## src/rtl/ioctl_upload_ctrl.sv

```systemverilog
// Host-side ioctl upload controller: reads core memory one byte per host strobe.
// Optional running checksum output when IOCTL_UPLOAD_CHECKSUM_EN is defined.
module ioctl_upload_ctrl #(
    parameter int         ADDR_W       = 12,
    parameter int         MEM_LAT      = 1,
    parameter logic [7:0] UPLOAD_INDEX = 8'h01,
    parameter logic [7:0] FILL_BYTE    = 8'hFF
) (
    input  logic              clk,
    input  logic              reset,
    input  logic              ioctl_upload,
    input  logic              ioctl_rd,
    input  logic [24:0]       ioctl_addr,
    input  logic [7:0]        ioctl_index,
    output logic [7:0]        ioctl_din,
    output logic              ioctl_wait,
    output logic [ADDR_W-1:0] mem_addr,
    output logic              mem_rd,
    input  logic [7:0]        mem_q,
    output logic              upload_active,
    output logic              upload_done,
    output logic [ADDR_W:0]   byte_count
`ifdef IOCTL_UPLOAD_CHECKSUM_EN
    ,
    output logic [7:0]        checksum
`endif
);

    // state | meaning
    // IDLE  | waiting for a host strobe
    // FETCH | memory read issued, latency counter running toward mem_q valid
    // OOR   | address beyond memory, FILL_BYTE returned on the next edge
    typedef enum logic [1:0] {IDLE, FETCH, OOR} state_t;

    state_t            state_q, state_d;
    logic [2:0]        lat_q, lat_d;
    logic [7:0]        din_q, din_d;
    logic              wait_q, wait_d;
    logic [ADDR_W-1:0] maddr_q, maddr_d;
    logic              mrd_q, mrd_d;
    logic              sel_q, sel_d;
    logic              done_q, done_d;
    logic [ADDR_W:0]   cnt_q, cnt_d;
`ifdef IOCTL_UPLOAD_CHECKSUM_EN
    logic [7:0]        cks_q, cks_d;
`endif

    logic       sel;
    logic       in_range;
    logic       sess_start;
    logic       deliver;
    logic [7:0] deliver_byte;

    assign sel        = ioctl_upload && (ioctl_index == UPLOAD_INDEX);
    assign in_range   = ioctl_addr < (25'd1 << ADDR_W);
    assign sess_start = sel && !sel_q;

    always_comb begin
        state_d      = state_q;
        lat_d        = lat_q;
        din_d        = din_q;
        wait_d       = wait_q;
        maddr_d      = maddr_q;
        mrd_d        = 1'b0;
        sel_d        = sel;
        done_d       = sel_q && !sel;
        cnt_d        = cnt_q;
`ifdef IOCTL_UPLOAD_CHECKSUM_EN
        cks_d        = cks_q;
`endif
        deliver      = 1'b0;
        deliver_byte = din_q;

        case (state_q)
            IDLE: begin
                if (ioctl_rd && sel) begin
                    wait_d = 1'b1;
                    if (in_range) begin
                        maddr_d = ioctl_addr[ADDR_W-1:0];
                        mrd_d   = 1'b1;
                        lat_d   = 3'(MEM_LAT);
                        state_d = FETCH;
                    end else begin
                        state_d = OOR;
                    end
                end
            end
            FETCH: begin
                // Terminal count marks the cycle in which mem_q is valid.
                if (lat_q == 3'd0) begin
                    deliver      = 1'b1;
                    deliver_byte = mem_q;
                end else begin
                    lat_d = lat_q - 3'd1;
                end
            end
            OOR: begin
                deliver      = 1'b1;
                deliver_byte = FILL_BYTE;
            end
            default: state_d = IDLE;
        endcase

        if (deliver) begin
            din_d   = deliver_byte;
            wait_d  = 1'b0;
            state_d = IDLE;
        end

        // A new session clears the counters even if a stale read lands on the same edge.
        if (sess_start) begin
            cnt_d = '0;
`ifdef IOCTL_UPLOAD_CHECKSUM_EN
            cks_d = 8'h00;
`endif
        end else if (deliver) begin
            if (cnt_q != '1) begin
                cnt_d = cnt_q + 1'b1;
            end
`ifdef IOCTL_UPLOAD_CHECKSUM_EN
            cks_d = cks_q + deliver_byte;
`endif
        end
    end

    always_ff @(posedge clk) begin
        if (reset) begin
            state_q <= IDLE;
            lat_q   <= 3'd0;
            din_q   <= 8'h00;
            wait_q  <= 1'b0;
            maddr_q <= '0;
            mrd_q   <= 1'b0;
            sel_q   <= 1'b0;
            done_q  <= 1'b0;
            cnt_q   <= '0;
`ifdef IOCTL_UPLOAD_CHECKSUM_EN
            cks_q   <= 8'h00;
`endif
        end else begin
            state_q <= state_d;
            lat_q   <= lat_d;
            din_q   <= din_d;
            wait_q  <= wait_d;
            maddr_q <= maddr_d;
            mrd_q   <= mrd_d;
            sel_q   <= sel_d;
            done_q  <= done_d;
            cnt_q   <= cnt_d;
`ifdef IOCTL_UPLOAD_CHECKSUM_EN
            cks_q   <= cks_d;
`endif
        end
    end

    assign ioctl_din     = din_q;
    assign ioctl_wait    = wait_q;
    assign mem_addr      = maddr_q;
    assign mem_rd        = mrd_q;
    assign upload_active = sel_q;
    assign upload_done   = done_q;
    assign byte_count    = cnt_q;
`ifdef IOCTL_UPLOAD_CHECKSUM_EN
    assign checksum      = cks_q;
`endif

endmodule

```

## config.mk

```make
export PLATFORM = sky130hd
export DESIGN_NAME = ioctl_upload_ctrl
export DESIGN_NICKNAME = d
export VERILOG_FILES = /design/src/rtl/ioctl_upload_ctrl.sv
export SDC_FILE = /design/constraint.sdc
export NUM_CORES = 1
export LEC_CHECK = 0
export ABC_CLOCK_PERIOD_IN_PS = 2100
export CORE_MARGIN = 2
export CORE_UTILIZATION = 41
export CTS_CLUSTER_SIZE = 24
export DETAILED_ROUTE_END_ITERATION = 8
export PLACE_DENSITY = 0.77
export SYNTH_ARGS = -nofsm -noshare
export SYNTH_HDL_FRONTEND = slang
export SYNTH_SLANG_ARGS = --single-unit
export TNS_END_PERCENT = 50
```

## constraint.sdc

```tcl
create_clock -name clk -period 2.1 [get_ports clk]
set_input_delay 0.42 -clock clk [delete_from_list [all_inputs] [get_ports clk]]
set_output_delay 0.42 -clock clk [all_outputs]
set_load 0.01 [all_outputs]
```

==> results.json, run 1 <==
{
  "hpwl_after_detailed_placement_um": 3460,
  "async_flop_share_pct": 0,
  "core_area_um2": 4290,
  "drt.antenna.violating_nets": 0,
  "detail_route.first_pass.iterations": 4,
  "crit_chain": "clkdlybuf4s50_1 > nor4_1 > nand4_1 > or3_4 > a211o_1 > o32ai_1",
  "grt_antenna_before_repair": 0,
  "numCtsBuffers": 5,
  "power.net_switching_mw": 0.310,
  "report.power.total_mw": 1.43,
  "hp-class": "reg2reg",
  "detailroute.via_count": 1815,
  "post_synth_num_cell_types": 36,
  "stdcell_area_um2": 2860,
  "cts_num_sinks": 42,
  "cellLeakagePower_nw": 0.971,
  "switching_fraction_of_total_power_pct": 21.8,
  "clk_transition_reported_paths_ps": 80,
  "final_core_util_pct": 66.6,
  "port_buffers": 81,
  "worst_ep_required_time_ps": 2300,
  "number_of_h_tree_levels": 2,
  "yosysMostFrequentCell": "sky130_fd_sc_hd__dfxtp_1",
  "max-slew-margin-rel_pct": 76.0,
  "most_frequent_cells_after_synthesis": "sky130_fd_sc_hd__dfxtp_1 (42), sky130_fd_sc_hd__nand2_1 (33), sky130_fd_sc_hd__nor2_1 (23)",
  "largest_net_degree_at_the_start_of_global_routing": 17,
  "std_cell_rows": 24,
  "avgRoutedWirePerCell_um": 12.8,
  "cp.arrival_ps": 2160,
  "worst_setup_path_start_kind": "primary input",
  "setup_repair_after_global_routing_missed_its_margin": "false",
  "cts_tree": "built",
  "power_density_nw_per_um2": 499,
  "total_wirelength_um": 4570,
  "cts_root_buf": "sky130_fd_sc_hd__clkbuf_8",
  "grt.overflow.total": 0,
  "synthDominantCellAreaShare_pct": 46.4,
  "cpLargestDelayFamily": "simple AND/OR/NAND/NOR gates",
  "max_cap_violations": 0,
  "postPlaceCellArea_um2": 2760,
  "yosysSeqAreaShare_pct": 46.4,
  "p_comb_share_pct": 8.4,
  "critPathSlowestCell": "sky130_fd_sc_hd__or3_4",
  "count_of_filler_cells_inserted_in_the_layout": 388,
  "syn_area_um2": 1810,
  "synthCells": 211,
  "postSynthAreaPerCell_um2": 8.59,
  "synth_nets": 262,
  "synth-edff-count": 0,
  "place_congestion": 0.757,
  "synthesis_to_finish_area_growth_pct": 57.8,
  "power_report.internal_total_mw": 1.12,
  "initial_core_util_pct": 42.2,
  "hold_viol": 0,
  "share_seq_of_total_power_pct": 55.8,
  "postSynthRegisterBits": 42,
  "synth_warnings": 0,
  "clk-insertion-delay-late_ps": 290,
  "maxSlewViolCount": 0,
  "post_cts_setup_buffers": 0,
  "criticalPathCategory": "in2reg",
  "grt.total_usage_pct": 18.5,
  "area_of_the_die_um2": 4970,
  "timing_worst_slew_pin_value_ps": 357,
  "vdd.ir_drop.worst_uv": 362,
  "synth_top_cell_by_area": "sky130_fd_sc_hd__dfxtp_1",
  "wire_length_of_the_first_global_routing_pass_um": 7490,
  "synthTopCellsByArea": "sky130_fd_sc_hd__dfxtp_1 (46%), sky130_fd_sc_hd__nand2_1 (6.8%), sky130_fd_sc_hd__xnor2_1 (4.8%)",
  "post_route_cells_drive_above_1_share_pct": 9.18,
  "via_per_inst": 5.08,
  "number_of_drc_markers_in_iteration_0": 47,
  "fin_crit_sh_pct": 93.5,
  "io_pins": 82,
  "clkPwrFrac_pct": 35.8,
  "tmin_final_ps": 1960,
  "number_of_nets_in_the_final_layout": 355,
  "postSynth.topFlopCell": "sky130_fd_sc_hd__dfxtp_1",
  "die-width_um": 70.5,
  "die-height_um": 70.5,
  "status": "complete, no violations",
  "timing_limited_maximum_frequency_mhz": 509,
  "finalClockSkew_ps": 10.8,
  "final.setup.tns_ps": 0,
  "crit_path_end_kind": "register",
  "critical_path.max_fanout": 6,
  "antenna_fix_cells": 0,
  "remaining_drc_errors": 0,
  "setup_viol_count_final": 0,
  "via_count_of_the_first_global_routing_pass": 1743,
  "buffering_stage_count_on_the_worst_path_with_inverters_included": 1,
  "cts.path.max_buffers": 2,
  "slowest_delay_ps": 450
}
area by class of cell:
class	count	area (um2)	area share, %
well taps	52	65.1	2.27
repair buffers	96	923	32.3
multi-input cells	154	926	32.4
clock buffers	6	72.6	2.54
inverters	5	18.8	0.656
flip-flops and latches	42	841	29.4
clock inverters	2	13.8	0.481
state kept, by name, summed over array words and instances, names as in the netlist:
register       count
upload_active      1
ioctl_din          8
byte_count        13
ioctl_wait         1
mem_rd             1
lat_q              3
upload_done        1
mem_addr          12
state_q            2
path summary, 6_finish.rpt:
kind                                       end  slack (ps)  cells past startpoint      startpoint
worst min-delay path              mem_addr[11]         450                      2    mem_addr[11]
worst max register to register  byte_count[10]         210                      9        lat_q[0]
worst max-delay path                  lat_q[1]         140                      6  ioctl_addr[23]
worst min register to register    mem_addr[11]         450                      2    mem_addr[11]
logic make-up after synthesis:
| kind of cell | Yosys count | share of synthesized area [%] |
|---|---|---|
| AND/OR/NAND/NOR | 101 | 28.9 |
| flip-flops | 42 | 46.4 |
| AO/OA/AOI/OAI | 37 | 12.6 |
| buffers and inverters | 15 | 3.17 |
| XOR/XNOR | 10 | 4.83 |
| adder cells (fa/ha/maj) | 6 | 4.14 |
cells in the final DEF, fill, tap and decap left out, drive strengths merged, types with 3 or more instances in the layout:
master and n:
buf 15, dfxtp 42, xnor2 10, a21oi 16
nor4 9, o22ai 8, o21ai 3, ha 6
nor3 8, nor2 23, inv 5, nand2b 4
clkbuf 6, nand4 4, nand2 33, nand3 8
clkdlybuf4s50 81
worst reg2reg max path, cell delays in order (launching register included):
cell	delay [ps]
sky130_fd_sc_hd__dfxtp_1	310
sky130_fd_sc_hd__inv_1	90
sky130_fd_sc_hd__ha_1	160
sky130_fd_sc_hd__ha_1	160
sky130_fd_sc_hd__and2_1	210
sky130_fd_sc_hd__o21ai_0	100
sky130_fd_sc_hd__buf_4	180
sky130_fd_sc_hd__nor4_1	370
sky130_fd_sc_hd__xnor2_1	160
sky130_fd_sc_hd__nor2_1	50
power groups by stage:
stage	clock network [mW]	registers [mW]	logic, mW
floorplan	0	0.815	0.0197
global placement	0	0.815	0.119
detailed placement	0	0.815	0.119
CTS	0.535	0.796	0.120
global route	0.559	0.796	0.128
finish	0.510	0.796	0.120
per-layer routing:
layer,GRT usage (%),wire (um),share of wire [%]
met3,5.77,355,7.8
met5,0,0,0
met1,22.8,2050,45
met2,31.2,2140,47
met4,4.70,23,0.50
stage by stage:
| stage | hold WS (ps) | cells | setup WS (ps) |
|---|---|---|---|
| 6_report | 453 | 357 | 137 |
| 5_1_grt | 479 | 357 | 29.7 |
| 4_1_cts | 456 | 357 | 90.3 |
| 3_5_place_dp | 445 | 349 | -219 |
| 3_3_place_gp | 437 | 349 | -178 |
| 2_1_floorplan | 447 | 211 | 230 |
what timing repair did:
action                                  4_1_cts  5_1_grt
hold buffers                                  0        0
endpoints found under the setup margin        0        3
endpoints found under the hold margin         0        0
resized for setup                             0        2
(Power assumes the default switching activity.)
==> run 2, diff against run 1 <==
- ABC_AREA: unset -> 1
- CELL_PAD_IN_SITES_DETAIL_PLACEMENT: unset -> 0
- CELL_PAD_IN_SITES_GLOBAL_PLACEMENT: unset -> 2
- CORE_UTILIZATION: 41 -> 33
- DONT_BUFFER_PORTS: unset -> 1
- PLACE_DENSITY: 0.77 -> 0.76
==> run 2 against run 1 <==
Compared with the run above:
- setup slack improved by 170 ps
- power is 2.0% higher
- critical path depth increased by 5
- flip-flop and latch count is the same
- via count fell by 6.3%
- synthesized area grew 11%
- clock-buffer cell count unchanged
- combinational power decreased by 81%
- critical path type is now reg2reg
- largest cell class unchanged
- highest routed layer unchanged
==> results.json, run 2 <==
{
  "std_cell_rows": 28,
  "timing.rr.start": "lat_q[0]",
  "cts_root_buf": "sky130_fd_sc_hd__clkbuf_8",
  "max-slew-margin-rel_pct": 67.8,
  "synthDominantCellAreaShare_pct": 41.6,
  "number_of_drc_markers_in_iteration_0": 45,
  "final.setup.tns_ps": 0,
  "synth_top_cell_by_area": "sky130_fd_sc_hd__dfxtp_1",
  "number_of_nets_in_the_final_layout": 336,
  "critPathSlowestCell": "sky130_fd_sc_hd__dfxtp_1",
  "cellLeakagePower_nw": 0.865,
  "clk_transition_reported_paths_ps": 80,
  "finalClockSkew_ps": 6.47,
  "io_pins": 82,
  "timing_limited_maximum_frequency_mhz": 558,
  "die-width_um": 82.2,
  "count_of_filler_cells_inserted_in_the_layout": 639,
  "slowest_delay_ps": 330,
  "postSynth.topFlopCell": "sky130_fd_sc_hd__dfxtp_1",
  "most_frequent_cells_after_synthesis": "sky130_fd_sc_hd__nand2_1 (56), sky130_fd_sc_hd__nor2_1 (51), sky130_fd_sc_hd__dfxtp_1 (42)",
  "grt.overflow.total": 0,
  "initial_core_util_pct": 34.1,
  "max_reg_flops": 13,
  "crit_start": "lat_q[0]",
  "worst_setup_path_start_kind": "register",
  "numCtsBuffers": 5,
  "synthCells": 275,
  "postSynthAreaPerCell_um2": 7.34,
  "timing.hold.worst.start": "reset",
  "hpwl_after_detailed_placement_um": 3390,
  "via_count_of_the_first_global_routing_pass": 1588,
  "reg2reg_slack_ps": 310,
  "post_cts_hold_buffer_count": 0,
  "cts_tree": "built",
  "core_area_um2": 5920,
  "post_route_cells_drive_above_1_share_pct": 12.9,
  "synthTopCellsByArea": "sky130_fd_sc_hd__dfxtp_1 (42%), sky130_fd_sc_hd__nand2_1 (10%), sky130_fd_sc_hd__nor2_1 (9.5%)",
  "setup_viol_count_final": 0,
  "vdd.ir_drop.worst_uv": 270,
  "fin_crit_sh_pct": 85.3,
  "total_wirelength_um": 4540,
  "multiInputGateArea_um2": 1020,
  "power_density_nw_per_um2": 645,
  "place_congestion": 0.754,
  "ff_latch_area_um2": 841,
  "post_synth_num_cell_types": 28,
  "status": "complete, no violations",
  "die-height_um": 82.2,
  "avgRoutedWirePerCell_um": 12.6,
  "synthesis_to_finish_area_growth_pct": 11.8,
  "yosysSeqAreaShare_pct": 41.6,
  "syn_area_um2": 2020,
  "maxSlewViolCount": 0,
  "number_of_h_tree_levels": 2,
  "drt.antenna.violating_nets": 0,
  "synth-edff-count": 0,
  "report.power.total_mw": 1.45,
  "setup_repair_after_global_routing_missed_its_margin": "false",
  "cpLargestDelayFamily": "simple AND/OR/NAND/NOR gates",
  "grt.total_usage_pct": 14.1,
  "worst_ep_required_time_ps": 2330,
  "largest_net_degree_at_the_start_of_global_routing": 18,
  "postSynthRegisterBits": 42,
  "finalHoldWorstSlack_ps": 184,
  "wire_length_of_the_first_global_routing_pass_um": 7450,
  "max_cap_violations": 0,
  "crit_chain": "inv_1 > ha_1 > ha_1 > nand2_2 > inv_1 > nor2_1 > nor2_1 > nand2_2 > buf_4 > nand2_1 > a21oi_2",
  "buffering_stage_count_on_the_worst_path_with_inverters_included": 3,
  "cp.arrival_ps": 2020,
  "mostFrequentLayoutCells": "sky130_fd_sc_hd__nand2_1 (56), sky130_fd_sc_hd__nor2_1 (51), sky130_fd_sc_hd__dfxtp_1 (42), sky130_fd_sc_hd__inv_1 (28), sky130_fd_sc_hd__o21ai_0 (14)",
  "crit_path_end_kind": "register",
  "tmin_final_ps": 1790,
  "cts.path.max_buffers": 2,
  "synth_nets": 326,
  "post_cts.resized_instances": 0,
  "hold_viol": 0,
  "yosysMostFrequentCell": "sky130_fd_sc_hd__nand2_1",
  "area_of_the_die_um2": 6760,
  "synth_warnings": 0,
  "async_flop_share_pct": 0,
  "post_cts_setup_buffers": 0,
  "criticalPathCategory": "reg2reg",
  "remaining_drc_errors": 0,
  "port_buffers": 0,
  "antenna_fix_cells": 0,
  "critical_path.max_fanout": 9,
  "cts_num_sinks": 42,
  "via_per_inst": 4.71,
  "hp-class": "in2reg",
  "detailroute.via_count": 1701,
  "detail_route.first_pass.iterations": 4,
  "grt_antenna_before_repair": 0,
  "mostFrequentLayoutCell": "sky130_fd_sc_hd__nand2_1",
  "clk-insertion-delay-late_ps": 290,
  "timing_worst_slew_pin_value_ps": 483
}
run 2: cell count changes after synthesis, sizes merged, moves of 9 or more:
| cell | delta |
|---|---|
| nand2 | +27 |
| o21ai | +12 |
| nor2 | +28 |
| inv | +24 |
| nor4 | -9 |
run 2: layout make-up:
cell class,instances,share of cell area (%)
well taps,75,4.16
clock inverters,2,1.66
flip-flops and latches,42,37.3
inverters,29,4.82
multi-input cells,196,45.2
repair buffers,11,3.66
clock buffers,6,3.22
run 2: cells by family (layout without fill, tap and decap cells):
logic type	count (synthesis)	count (layout)	share of synthesized area, %
AOI/OAI and AO/OA	41	41	13.1
xor gates and xnor gates	8	8	3.47
adders and majority gates	6	6	3.72
buffers and inverters	37	48	7.81
DFF	42	42	41.6
and+or+nand+nor	141	141	30.3
run 2: per-stage QoR:
| step | std cells | instance area, um2 | utilization (%) | setup WS [ps] |
|---|---|---|---|---|
| floorplan | 275 | 2020 | - | 493 |
| global placement | 353 | 2150 | 36.3 | 356 |
| detailed placement | 353 | 2150 | 36.3 | 307 |
| CTS | 361 | 2260 | 38.1 | 294 |
| global route | 361 | 2260 | 38.1 | 93.3 |
| finish | 361 | 2260 | 38.1 | 308 |
run 2: power by group:
part	switching, mW	total (mW)	internal [mW]	leakage, nW
Combinational	0.0156	0.0224	0.00676	0.475
Clock	0.282	0.636	0.355	0.0514
Sequential	0.000318	0.796	0.796	0.338
run 2: final timing paths:
kind              endpoint  cells past startpoint
max          byte_count[4]                     11
min          upload_active                      1
max reg2reg  byte_count[4]                     11
min reg2reg       lat_q[1]                      2
run 2: per-layer routing:
layer	track usage (%)	part of all wire, %
met1	18.3	48
met3	4.35	8.0
met4	4.00	0.90
met2	22.7	43
met5	0	0
